$ cat config.mk
export PLATFORM = sky130hd
export DESIGN_NAME = alu_op_sequencer
export DESIGN_NICKNAME = d
export VERILOG_FILES = /design/src/rtl/alu_seq_pkg.sv /design/src/rtl/alu_seq_fifo.sv /design/src/rtl/alu_op_sequencer.sv
export SDC_FILE = /design/constraint.sdc
export NUM_CORES = 1
export LEC_CHECK = 0
export BUFFER_PORTS_ARGS = -buffer_cell sky130_fd_sc_hd__buf_2
export CORE_MARGIN = 1
export CORE_UTILIZATION = 31
export CTS_CLUSTER_SIZE = 24
export DETAILED_ROUTE_END_ITERATION = 6
export GPL_TIMING_DRIVEN = 0
export SLEW_MARGIN = 20
export SYNTH_ARGS = -nofsm -noshare
export SYNTH_HDL_FRONTEND = slang
export SYNTH_HIERARCHICAL = 1
export SYNTH_SLANG_ARGS = --single-unit
$ cat constraint.sdc
create_clock -name clk -period 7.1 [get_ports clk]
set_clock_uncertainty 0.05 [all_clocks]
set_input_delay 0.71 -clock clk [delete_from_list [all_inputs] [get_ports clk]]
set_output_delay 0.71 -clock clk [all_outputs]
set_load 0.005 [all_outputs]
$ cat src/rtl/alu_seq_pkg.sv
// Shared widths, command payload, FSM state and response-flag layout for alu_op_sequencer.
package alu_seq_pkg;

    localparam int unsigned DATA_W   = 32;
    localparam int unsigned OPCODE_W = 3;
    localparam int unsigned FLAG_W   = 4;
    localparam int unsigned CMD_W    = OPCODE_W + 2 * DATA_W;

    // Bit positions inside rsp_flags = {overflow, zero, flagZ, flagC}
    localparam int unsigned FLAG_C_IDX    = 0;
    localparam int unsigned FLAG_FZ_IDX   = 1;
    localparam int unsigned FLAG_ZERO_IDX = 2;
    localparam int unsigned FLAG_OVF_IDX  = 3;

    typedef enum logic [1:0] {
        ST_IDLE = 2'd0,
        ST_EXEC = 2'd1,
        ST_RESP = 2'd2
    } seq_state_t;

    typedef struct packed {
        logic [OPCODE_W-1:0] opcode;
        logic [DATA_W-1:0]   op1;
        logic [DATA_W-1:0]   op2;
    } seq_cmd_t;

    function automatic logic [FLAG_W-1:0] pack_flags(
        input logic flag_c,
        input logic flag_z,
        input logic zero,
        input logic overflow
    );
        logic [FLAG_W-1:0] f;
        f                = '0;
        f[FLAG_C_IDX]    = flag_c;
        f[FLAG_FZ_IDX]   = flag_z;
        f[FLAG_ZERO_IDX] = zero;
        f[FLAG_OVF_IDX]  = overflow;
        return f;
    endfunction

endpackage

$ cat src/rtl/alu_seq_fifo.sv
// Command FIFO for alu_op_sequencer: power-of-two depth, register storage, head read from storage.
module alu_seq_fifo #(
    parameter int unsigned DEPTH = 4,
    parameter int unsigned WIDTH = 67
) (
    input  logic             clk,
    input  logic             rst_n,
    input  logic             push,
    input  logic [WIDTH-1:0] wdata,
    input  logic             pop,
    output logic [WIDTH-1:0] head,
    output logic             full,
    output logic             empty
);

    localparam int unsigned PTR_W = (DEPTH > 1) ? $clog2(DEPTH) : 1;
    localparam int unsigned CNT_W = PTR_W + 1;

    logic [WIDTH-1:0] mem [DEPTH];
    logic [PTR_W-1:0] wr_ptr;
    logic [PTR_W-1:0] rd_ptr;
    logic [CNT_W-1:0] count;
    logic             do_push;
    logic             do_pop;

    // A push into a full FIFO is legal only when the head leaves in the same cycle
    assign do_pop  = pop && !empty;
    assign do_push = push && (!full || do_pop);
    assign full    = (count == CNT_W'(DEPTH));
    assign empty   = (count == '0);
    assign head    = mem[rd_ptr];

    always_ff @(posedge clk) begin
        if (!rst_n) begin
            mem    <= '{default: '0};
            wr_ptr <= '0;
            rd_ptr <= '0;
            count  <= '0;
        end else begin
            if (do_push) begin
                mem[wr_ptr] <= wdata;
                wr_ptr      <= wr_ptr + PTR_W'(1);
            end
            if (do_pop) begin
                rd_ptr <= rd_ptr + PTR_W'(1);
            end
            unique case ({do_push, do_pop})
                2'b10:   count <= count + CNT_W'(1);
                2'b01:   count <= count - CNT_W'(1);
                default: count <= count;
            endcase
        end
    end

endmodule

$ cat src/rtl/alu_op_sequencer.sv
// Queues ALU commands, drives a downstream ALU one at a time and holds each result until consumed.
// Optional ALU_SEQ_STICKY_EN adds sticky_clr / sticky_flags (accumulated {overflow, flagC}).
module alu_op_sequencer
    import alu_seq_pkg::*;
#(
    parameter int unsigned DEPTH = 4
) (
    input  logic                clk,
    input  logic                rst_n,
    input  logic                cmd_valid,
    output logic                cmd_ready,
    input  logic [OPCODE_W-1:0] cmd_opcode,
    input  logic [DATA_W-1:0]   cmd_op1,
    input  logic [DATA_W-1:0]   cmd_op2,
    output logic [OPCODE_W-1:0] alu_opcode,
    output logic [DATA_W-1:0]   alu_operand1,
    output logic [DATA_W-1:0]   alu_operand2,
    input  logic [DATA_W-1:0]   alu_result,
    input  logic                alu_flagC,
    input  logic                alu_flagZ,
    input  logic                alu_overflow,
    input  logic                alu_zero,
    output logic                rsp_valid,
    input  logic                rsp_ready,
    output logic [DATA_W-1:0]   rsp_result,
    output logic [FLAG_W-1:0]   rsp_flags,
`ifdef ALU_SEQ_STICKY_EN
    input  logic                sticky_clr,
    output logic [1:0]          sticky_flags,
`endif
    output logic                busy
);

    seq_state_t       state;
    seq_cmd_t         wr_cmd;
    seq_cmd_t         head;
    logic [CMD_W-1:0] head_bits;
    logic             fifo_full;
    logic             fifo_empty;
    logic             push_c;
    logic             pop_c;

    assign wr_cmd    = '{opcode: cmd_opcode, op1: cmd_op1, op2: cmd_op2};
    assign head      = seq_cmd_t'(head_bits);
    assign cmd_ready = !fifo_full;
    assign push_c    = cmd_valid && cmd_ready;
    // Head leaves when idle, or when the held response is consumed
    assign pop_c     = !fifo_empty &&
                       ((state == ST_IDLE) || ((state == ST_RESP) && rsp_ready));
    assign busy      = !fifo_empty || (state != ST_IDLE);

    alu_seq_fifo #(
        .DEPTH (DEPTH),
        .WIDTH (CMD_W)
    ) u_fifo (
        .clk   (clk),
        .rst_n (rst_n),
        .push  (push_c),
        .wdata (wr_cmd),
        .pop   (pop_c),
        .head  (head_bits),
        .full  (fifo_full),
        .empty (fifo_empty)
    );

    always_ff @(posedge clk) begin
        if (!rst_n) begin
            state        <= ST_IDLE;
            alu_opcode   <= '0;
            alu_operand1 <= '0;
            alu_operand2 <= '0;
            rsp_valid    <= 1'b0;
            rsp_result   <= '0;
            rsp_flags    <= '0;
        end else begin
            unique case (state)
                ST_IDLE: begin
                    if (pop_c) begin
                        alu_opcode   <= head.opcode;
                        alu_operand1 <= head.op1;
                        alu_operand2 <= head.op2;
                        state        <= ST_EXEC;
                    end
                end
                ST_EXEC: begin
                    rsp_result <= alu_result;
                    rsp_flags  <= pack_flags(alu_flagC, alu_flagZ, alu_zero, alu_overflow);
                    rsp_valid  <= 1'b1;
                    state      <= ST_RESP;
                end
                ST_RESP: begin
                    if (rsp_ready) begin
                        rsp_valid <= 1'b0;
                        if (pop_c) begin
                            alu_opcode   <= head.opcode;
                            alu_operand1 <= head.op1;
                            alu_operand2 <= head.op2;
                            state        <= ST_EXEC;
                        end else begin
                            state <= ST_IDLE;
                        end
                    end
                end
                default: state <= ST_IDLE;
            endcase
        end
    end

`ifdef ALU_SEQ_STICKY_EN
    // A capture coinciding with a clear keeps the freshly captured flags
    always_ff @(posedge clk) begin
        if (!rst_n) begin
            sticky_flags <= '0;
        end else if (state == ST_EXEC) begin
            sticky_flags <= {alu_overflow, alu_flagC} | (sticky_clr ? 2'b00 : sticky_flags);
        end else if (sticky_clr) begin
            sticky_flags <= '0;
        end
    end
`endif

endmodule

# == After elaboration in Yosys (flattened, before gate mapping) ==
# Cells that the tools add are included.
# word_totals
output_inout_bits,106
register_bits,381
# classes
addsub,4
n_bitwise,2
n_eq_ne,7
mux,22
order_cmp,3
reduce_logical,20
# op_table
op,count
bitwise mux 268 bit,1
2-to-1 mux 67 bit,3
binary-select mux 67 bit (select 2 bit),1
demux 67 bit (select 2 bit),1
2-to-1 mux 32 bit,4
one-hot mux 32 bit (2 select lines),2
one-hot mux 3 bit (2 select lines),2
nonzero test 2 bit,4
>= comparator 3 bit (second input constant),2
logical AND 1 bit,6
2-to-1 mux 3 bit,2
NOT 2 -> 3 bit,2
one-hot mux 2 bit (3 select lines),1
AND reduction 2 bit,3
adder 2 x 1 -> 2 bit (second input constant),2
== test 2 x 1 -> 1 bit (second input constant),2
== test 2 bit (second input constant),2
2-to-1 mux 2 bit,2
adder 3 x 1 -> 3 bit (second input constant),1
== test 3 bit (second input constant),1
logical NOT 3 bit,1
logical OR 1 bit,3
less-than comparator 3 x 1 -> 1 bit (second input constant),1
subtractor 3 x 1 -> 3 bit (second input constant),1
6 further kinds,8

# == Logic depth before layout (Yosys ltp) ==
# Gate-level depths: netlist (run 1).
# logic_depth
depth_word,9
depth_mapped,14
depth_no_buf,11

# == By module ==
# The synthesis (run 1) kept the hierarchy.
# modules_own_cells
module,instances,area_each_um2,cells_each
alu_seq_fifo,1,11673.7,1074
alu_op_sequencer,1,4112.7,463

# == Worst setup path after synthesis (run 1) ==
# OpenSTA, ideal clock, no wires.
# synth_path
kind,flip-flop to flip-flop
from,register u_fifo.count[0]
to,register u_fifo.count[2]
setup_time_ns,0.076
arrival_ns,2.999
slack_ns,3.976
n_path_buf,3
t_required_ns,6.974
path_stages_with_launch,15
cell_sequence,dfxtp_1 > nor3_1 > a211oi_2 > buf_4 > buf_6 > buf_8 > nor4b_4 > nor2b_1 > inv_1 > ha_1 > inv_1 > fa_1 > xor2_1 > or3_1 > a21boi_0
# synth_between
elab_chain_cells,8
elab_cells_between_ends,15
cone_classes,add/sub: 2; eq/ne: 3; mux: 1; reduce/logical: 9
# synth_lines
element,line,rtl
"start, declared",alu_seq_fifo.sv:22,logic [CNT_W-1:0] count;
"start signal, assigned",alu_seq_fifo.sv:48,2'b10: count <= count + CNT_W'(1);
"start signal, assigned",alu_seq_fifo.sv:49,2'b01: count <= count - CNT_W'(1);
"start signal, assigned",alu_seq_fifo.sv:50,default: count <= count;
logical NOT 3 bit (*),alu_seq_fifo.sv:30,assign empty = (count == '0);
named net fifo_empty,alu_op_sequencer.sv:39,logic fifo_empty;
logical NOT 1 bit (*),alu_op_sequencer.sv:48,assign pop_c = !fifo_empty &&
logical AND 1 bit (*),alu_op_sequencer.sv:48,
named net pop_c,alu_op_sequencer.sv:41,logic pop_c;
logical AND 1 bit (*),alu_seq_fifo.sv:27,assign do_pop = pop && !empty;
logical OR 1 bit,alu_seq_fifo.sv:28,assign do_push = push && (!full || do_pop);
logical AND 1 bit,alu_seq_fifo.sv:28,
== test 2 x 1 -> 1 bit / == test 2 bit (equally long branches),alu_seq_fifo.sv:47,"unique case ({do_push, do_pop})"
one-hot mux 3 bit (2 select lines) / nonzero test 2 bit (equally long branches),--,
# The timed path passes the listed nets; every way through them passes the cells marked *.
# A chain may end at the register's enable or synchronous reset.

# == Worst setup path after layout (run 1) ==
# Same ends and word-level chain as after synthesis.

==> metrics.csv, run 1 <==
stage,metric,value,unit
run_status,outcome,"complete, no violations",
synthesis,synth_largest_area_cell,dfxtp_1,
critical_path,reg2reg_slack,3.16,ns
clocking,root_buffer,clkbuf_16,
worst_hold_path,whs_path_depth,3,
global_route,track_usage,0.173,
sta,hold_violations,0,
pwr,ir_drop,0.160,mV
floorplanning,fp.dieArea,0.0518,mm^2
sta,worst_slew_pin_slew,1.02,ns
critical_path,slowest_stage,nor3_1,
synthesis,synth_common_cells,"nand2_1 (553), dfxtp_1 (381), mux2i_1 (337), mux4_2 (67), clkbuf_1 (56)",
clocking,path_clk_slew,0.06,ns
clocking,clock_latency,0.58,ns
cells_and_area,post-route-util,0.382,
floorplanning,die_x,228,um
synthesis,synth_edf_count,0,
critical_path,critPathKind,reg2reg,
synthesis,yosysMostFrequentCell,nand2_1,
critical_path,worstPathArrival,4.37,ns
critical_path,slowest_delay,0.84,ns
floorplanning,die_h,228,um
cells_and_area,area_delta_synth_final,21.3,%
routing,firstDrtPassIters,4,
synthesis,synth_ff_type,dfxtp_1,
global_route,first_global_vias,12100,
synthesis,synth_top_area_frac,0.483,
clocking,cts_tree,done,
sta,setup-violations-final,0,
routing,final_antenna_net_count,0,
sta,setup_ws,3.16,ns
critical_path,cp-end-kind,register,
routing,drc_errors,0,
flow_run,drv_cap,0,
synthesis,async_flop_share,0,
floorplanning,io_pins,213,
synthesis,synthesis.area,0.0158,mm^2
critical_path,cp_cell_sequence,"nor3_1, a211oi_2, buf_4, buf_6, buf_8, nor4b_4, nor2b_1, inv_1, ha_1, inv_1, fa_1, xor2_1, or3_1, a21boi_0",
synthesis,avgSynthCellArea,10.3,um^2
global_route,grt_pass1_wl,68400,um
routing,drtIter0Drc,503,
synthesis,ys_top_cells_by_area,"dfxtp_1 (48%), mux2i_1 (21%), nand2_1 (13%)",
clocking,numCtsBuffers,42,
clocking,cts_sinks,381,
sta,max-slew-margin-rel,0.317,
sta,finalSetupTns,0,ns
global_route,grt_overflow,0,
sta,fin_crit,3.94,ns
floorplanning,fp.coreArea,0.0502,mm^2
pwr,powerDensity,345,mW/mm^2
cells_and_area,drive_gt1_frac,0.224,
sta,slew_viol_final,0,
synthesis,synth_cells,1537,
synthesis,synthesis.nets,1650,
global_route,antenna_found_initial,3,
pwr,leakage,0.00733,uW
place,place_congestion,0.766,
sta,max_freq,254,MHz
clocking,post_cts_resized,0,
routing,vias_per_cell,4.72,
critical_path,start_kind,register,
clocking,clock_path_buffers,3,
synthesis,seq_area_frac_synth,0.483,
routing,wirelength,45200,um
critical_path,reg2reg_depth,14,
floorplanning,start_util,0.315,
critical_path,path_max_fanout,13,
sta,rsz0062_at_grt,no,
critical_path,worstPathRequired,7.53,ns
synthesis,ys_warn_count,6,
clocking,ctsHoldBuffers,0,
worst_hold_path,hold_class,in2reg,
clocking,post_cts_buffers,0,
place,io_buffer_count,212,
routing,wire_per_inst,18.1,um
clocking,htreeDepth,2,
place,place_ws,3.24,ns
critical_path,crit_top_cell,inv_1,
place,place_hpwl,31900,um
routing,vias,11800,
sta,finalCritPeriodShare,0.555,
global_route,grt_max_degree,16,
floorplanning,num_rows,82,
cells_and_area,final_nets,1906,
synthesis,ys_types,31,
synthesis,synth_seq_cells,381,
final cells by class:
| class | count | area (um^2) |
|---|---|---|
| repair buffers | 212 | 1060 |
| well taps | 672 | 841 |
| plain buffers | 117 | 593 |
| clock inverters | 17 | 231 |
| diodes | 3 | 7.51 |
| flip-flops and latches | 381 | 7630 |
| inverters | 8 | 30.0 |
| multi-input cells | 1031 | 7540 |
| fillers | 4967 | 31000 |
| clock buffers | 59 | 1220 |
report_power, final:
part / switching, uW / internal (uW) / leakage, uW
sequential: 144 / 2410 / 0.00309
combinational: 981 / 790 / 0.00354
clock: 921 / 1350 / 0.000704
total: 2050 / 4550 / 0.00733
final timing paths:
| check | startpoint | endpoint |
|---|---|---|
| worst max-delay path | u_fifo/count[0]$_SDFFE_PN0P_ | u_fifo/count[2]$_SDFFE_PN0P_ |
| worst min-delay path | alu_result[0] | rsp_result[0]$_SDFFE_PN0P_ |
| worst max register to register | u_fifo/count[0]$_SDFFE_PN0P_ | u_fifo/count[2]$_SDFFE_PN0P_ |
| worst min register to register | alu_operand2[24]$_SDFFE_PN0P_ | alu_operand2[24]$_SDFFE_PN0P_ |
kinds of logic after synthesis:
| family | Yosys count | synth area share |
|---|---|---|
| buf+inv | 125 | 0.0395 |
| simple gates | 574 | 0.141 |
| compound gates | 45 | 0.0212 |
| flops | 381 | 0.483 |
| mux | 404 | 0.309 |
| fa+ha+maj | 6 | 0.00523 |
| xor+xnor | 2 | 0.00111 |
registers in the layout, indices dropped and copies added (netlist names), 3 cells and up:
register	cells
u_fifo/mem	268
alu_operand1	32
alu_operand2	32
rsp_result	32
rsp_flags	4
alu_opcode	3
u_fifo/count	3
per-stage QoR:
stage	hold slack [ns]	power, uW	cell area, um^2	std cells
final	0.346	6600	19100	2500
after global placement	0.388	4350	17700	2421
after CTS	0.313	6670	19100	2497
after detailed placement	0.393	4390	17700	2421
after global routing	0.333	6910	19100	2497
after floorplan	0.382	3810	15800	1537
placed cells by master (no fill, tap or decap), types with 8 or more instances in the layout:
cell type  instances
nand2_1          553
dfxtp_1          381
mux2i_1          337
buf_2            245
mux4_2            67
clkbuf_1          64
clkbuf_16         43
a21boi_0          38
buf_4             25
inv_1              8
clkbuf_8           8
metal layers:
metal  global-route usage  vias to the layer above  share of wire
met5                    0                        -              0
met4               0.0559                        0          0.025
met3               0.0327                       57          0.049
met2                0.296                      267           0.47
met1                0.219                     5793           0.45
li1                     -                     5695              -
worst max-delay path, delay by kind of cell, from the launching register on:
kind | cells | cell delay (ns)
AOI/OAI and AO/OA | 2 | 0.27
buffers and inverters | 5 | 0.76
xor gates and xnor gates | 1 | 0.16
and+or+nand+nor | 4 | 1.61
adders and majority gates | 2 | 0.62
DFF | 1 | 0.37
Note: power is estimated with default switching activity, not from simulation.
==> run 2, diff against run 1 <==
- clock period: 7.1 -> 3.3 ns (I/O delays scaled with it)
==> run 2 against run 1 <==
  * Wire length increased by 1.2%
  * Clock power increased by 120%
  * Cell area increased by 2.0%
  * Hold slack got worse by 0.30 ns
  * Largest cell class unchanged
==> metrics.csv, run 2 (same netlist as run 1, synthesis figures left out) <==
stage,metric,value,unit,change
critical_path,start_kind,register,,
flow_run,drv_cap,0,,unchanged
cells_and_area,final_nets,1944,,+2.0%
critical_path,crit_path_start,u_fifo/count[2]$_SDFFE_PN0P_,,
cells_and_area,area_delta_synth_final,23.7,%,
critical_path,worstPathRequired,3.74,ns,-3.79 ns
run_status,outcome,"complete, no violations",,
critical_path,slowest_delay,0.43,ns,-0.41 ns
routing,vias_per_cell,4.71,,-0.24%
cells_and_area,n_fill_cell,4914,,-1.1%
pwr,leakage,0.00750,uW,+2.3%
cells_and_area,most-common-layout-cells,"nand2_1 (553), dfxtp_1 (380), mux2i_1 (337), buf_2 (245), mux4_2 (67)",,
sta,slew_viol_final,0,,unchanged
cells_and_area,multiInputGateArea,0.00755,mm^2,+0.18%
pwr,powerDensity,731,mW/mm^2,+110%
clocking,htreeDepth,2,,unchanged
global_route,first_global_vias,12300,,+1.8%
clocking,numCtsBuffers,42,,unchanged
global_route,track_usage,0.175,,+0.00204
global_route,grt_pass1_wl,69200,um,+1.2%
floorplanning,fp.dieArea,0.0518,mm^2,unchanged
sta,worst_slew_pin_slew,0.734,ns,-0.283 ns
cells_and_area,regArea,0.00763,mm^2,about the same
routing,drtIter0Drc,528,,+5.0%
sta,finalCritPeriodShare,0.963,,+0.408
routing,final_antenna_net_count,0,,unchanged
floorplanning,num_rows,82,,unchanged
global_route,antenna_found_initial,3,,unchanged
clocking,cts_sinks,381,,unchanged
routing,wirelength,45700,um,+1.2%
routing,firstDrtPassIters,4,,unchanged
cells_and_area,final_common_cell,nand2_1,,
routing,wire_per_inst,18.0,um,-0.32%
cells_and_area,largest_register_ffs,268,,unchanged
sta,max-slew-margin-rel,0.511,,+0.194
sta,max_freq,315,MHz,+24%
global_route,grt_max_degree,16,,unchanged
global_route,grt_overflow,0,,unchanged
pwr,ir_drop,0.344,mV,+110%
place,place_congestion,0.766,,unchanged
pwr,fin_total_pwr,14300,uW,+120%
floorplanning,fp.coreArea,0.0502,mm^2,unchanged
sta,setup-violations-final,0,,unchanged
cells_and_area,drive_gt1_frac,0.222,,-0.00189
place,io_buffer_count,212,,unchanged
place,place_hpwl,31900,um,unchanged
clocking,root_buffer,clkbuf_16,,
cells_and_area,final_area,0.0195,mm^2,+2.0%
clocking,clock_path_buffers,3,,unchanged
sta,hold_violations,0,,unchanged
cells_and_area,max_flop_register,u_fifo/mem,,
critical_path,reg2reg_from,u_fifo/count[2]$_SDFFE_PN0P_,,
place,place_area,0.0177,mm^2,unchanged
floorplanning,io_pins,213,,unchanged
critical_path,cp_cell_sequence,"nor3_4, a211oi_2, buf_6, buf_6, buf_8, nor4b_4, nor2b_2, inv_1, ha_1, inv_1, fa_1, xor2_1, or3_1, a21boi_1",,
clocking,clock_latency,0.58,ns,about the same
routing,vias,12000,,+1.2%
critical_path,critPathKind,reg2reg,,
cells_and_area,post-route-util,0.389,,+0.00781
routing,drc_errors,0,,unchanged
sta,fin_crit,3.18,ns,-0.763 ns
floorplanning,die_x,228,um,unchanged
critical_path,path_max_fanout,13,,unchanged
worst_hold_path,hold_class,in2reg,,
floorplanning,die_h,228,um,unchanged
critical_path,cp-end-kind,register,,
clocking,path_clk_slew,0.06,ns,about the same
critical_path,slowest_stage,fa_1,,
worst_hold_path,min_from,cmd_op1[28],,
clocking,cts_tree,done,,
floorplanning,start_util,0.315,,unchanged
critical_path,worstPathArrival,3.62,ns,-0.75 ns
==> run 2: through the flow <==
step | hold WS, ns | setup TNS (ns) | setup slack (ns) | instances
floorplan | 0.382 | 0 | 0.176 | 1537
global placement | 0.388 | -0.772 | -0.511 | 2421
detailed placement | 0.393 | -0.854 | -0.564 | 2421
CTS | 0.0231 | 0 | 0.0296 | 2535
global route | 0.0512 | -0.00119 | -0.00119 | 2535
finish | 0.0460 | 0 | 0.123 | 2537
==> run 2: critical path: cells and delay by family (launching register included) <==
| family | cells | cell delay, ns |
|---|---|---|
| xor gates and xnor gates | 1 | 0.16 |
| and+or+nand+nor | 4 | 1.02 |
| AOI/OAI and AO/OA | 2 | 0.25 |
| buffers and inverters | 5 | 0.65 |
| DFF | 1 | 0.35 |
| adders and majority gates | 2 | 0.62 |
==> run 2: what timing repair did <==
| item | 4_1_cts | 5_1_grt |
|---|---|---|
| hold buffers | 36 | 0 |
| endpoints found under the setup margin | 2 | 1 |
| hold endpoints to repair | 36 | 0 |
| pin swaps | 2 | 1 |
| resized for setup | 3 | 3 |
| buffers inserted | 2 | 0 |
==> run 2: final cells by class <==
type	count	area share
multi-input cells	1031	0.386
clock buffers	59	0.0623
flip-flops and latches	381	0.391
well taps	672	0.0430
repair buffers	250	0.0735
diodes	2	0.000256
inverters	8	0.00154
clock inverters	17	0.0118
plain buffers	117	0.0306
==> run 2: metal layers <==
metal | GRT usage | wire (um) | vias up | part of all wire
li1 | - | - | 5768 | -
met1 | 0.220 | 20600 | 5862 | 0.45
met2 | 0.302 | 21800 | 272 | 0.48
met3 | 0.0323 | 2220 | 56 | 0.049
met4 | 0.0559 | 1110 | 0 | 0.024
met5 | 0 | 0 | - | 0
==> run 2: report_power, final <==
group	total (uW)	internal, uW	switching [uW]	leakage [uW]
clock network	4890	2910	1980	0.000704
registers	5500	5190	318	0.00309
logic	3890	1760	2130	0.00370
total	14300	9850	4430	0.00750
==> run 2: worst paths after layout <==
path,slack (ns),cells past startpoint,to
worst max-delay path,0.12,14,u_fifo/count[2]$_SDFFE_PN0P_
worst min-delay path,0.05,3,u_fifo/mem[194]$_SDFFE_PN0P_
worst max register to register,0.12,14,u_fifo/count[2]$_SDFFE_PN0P_
worst min register to register,0.40,2,alu_operand2[24]$_SDFFE_PN0P_
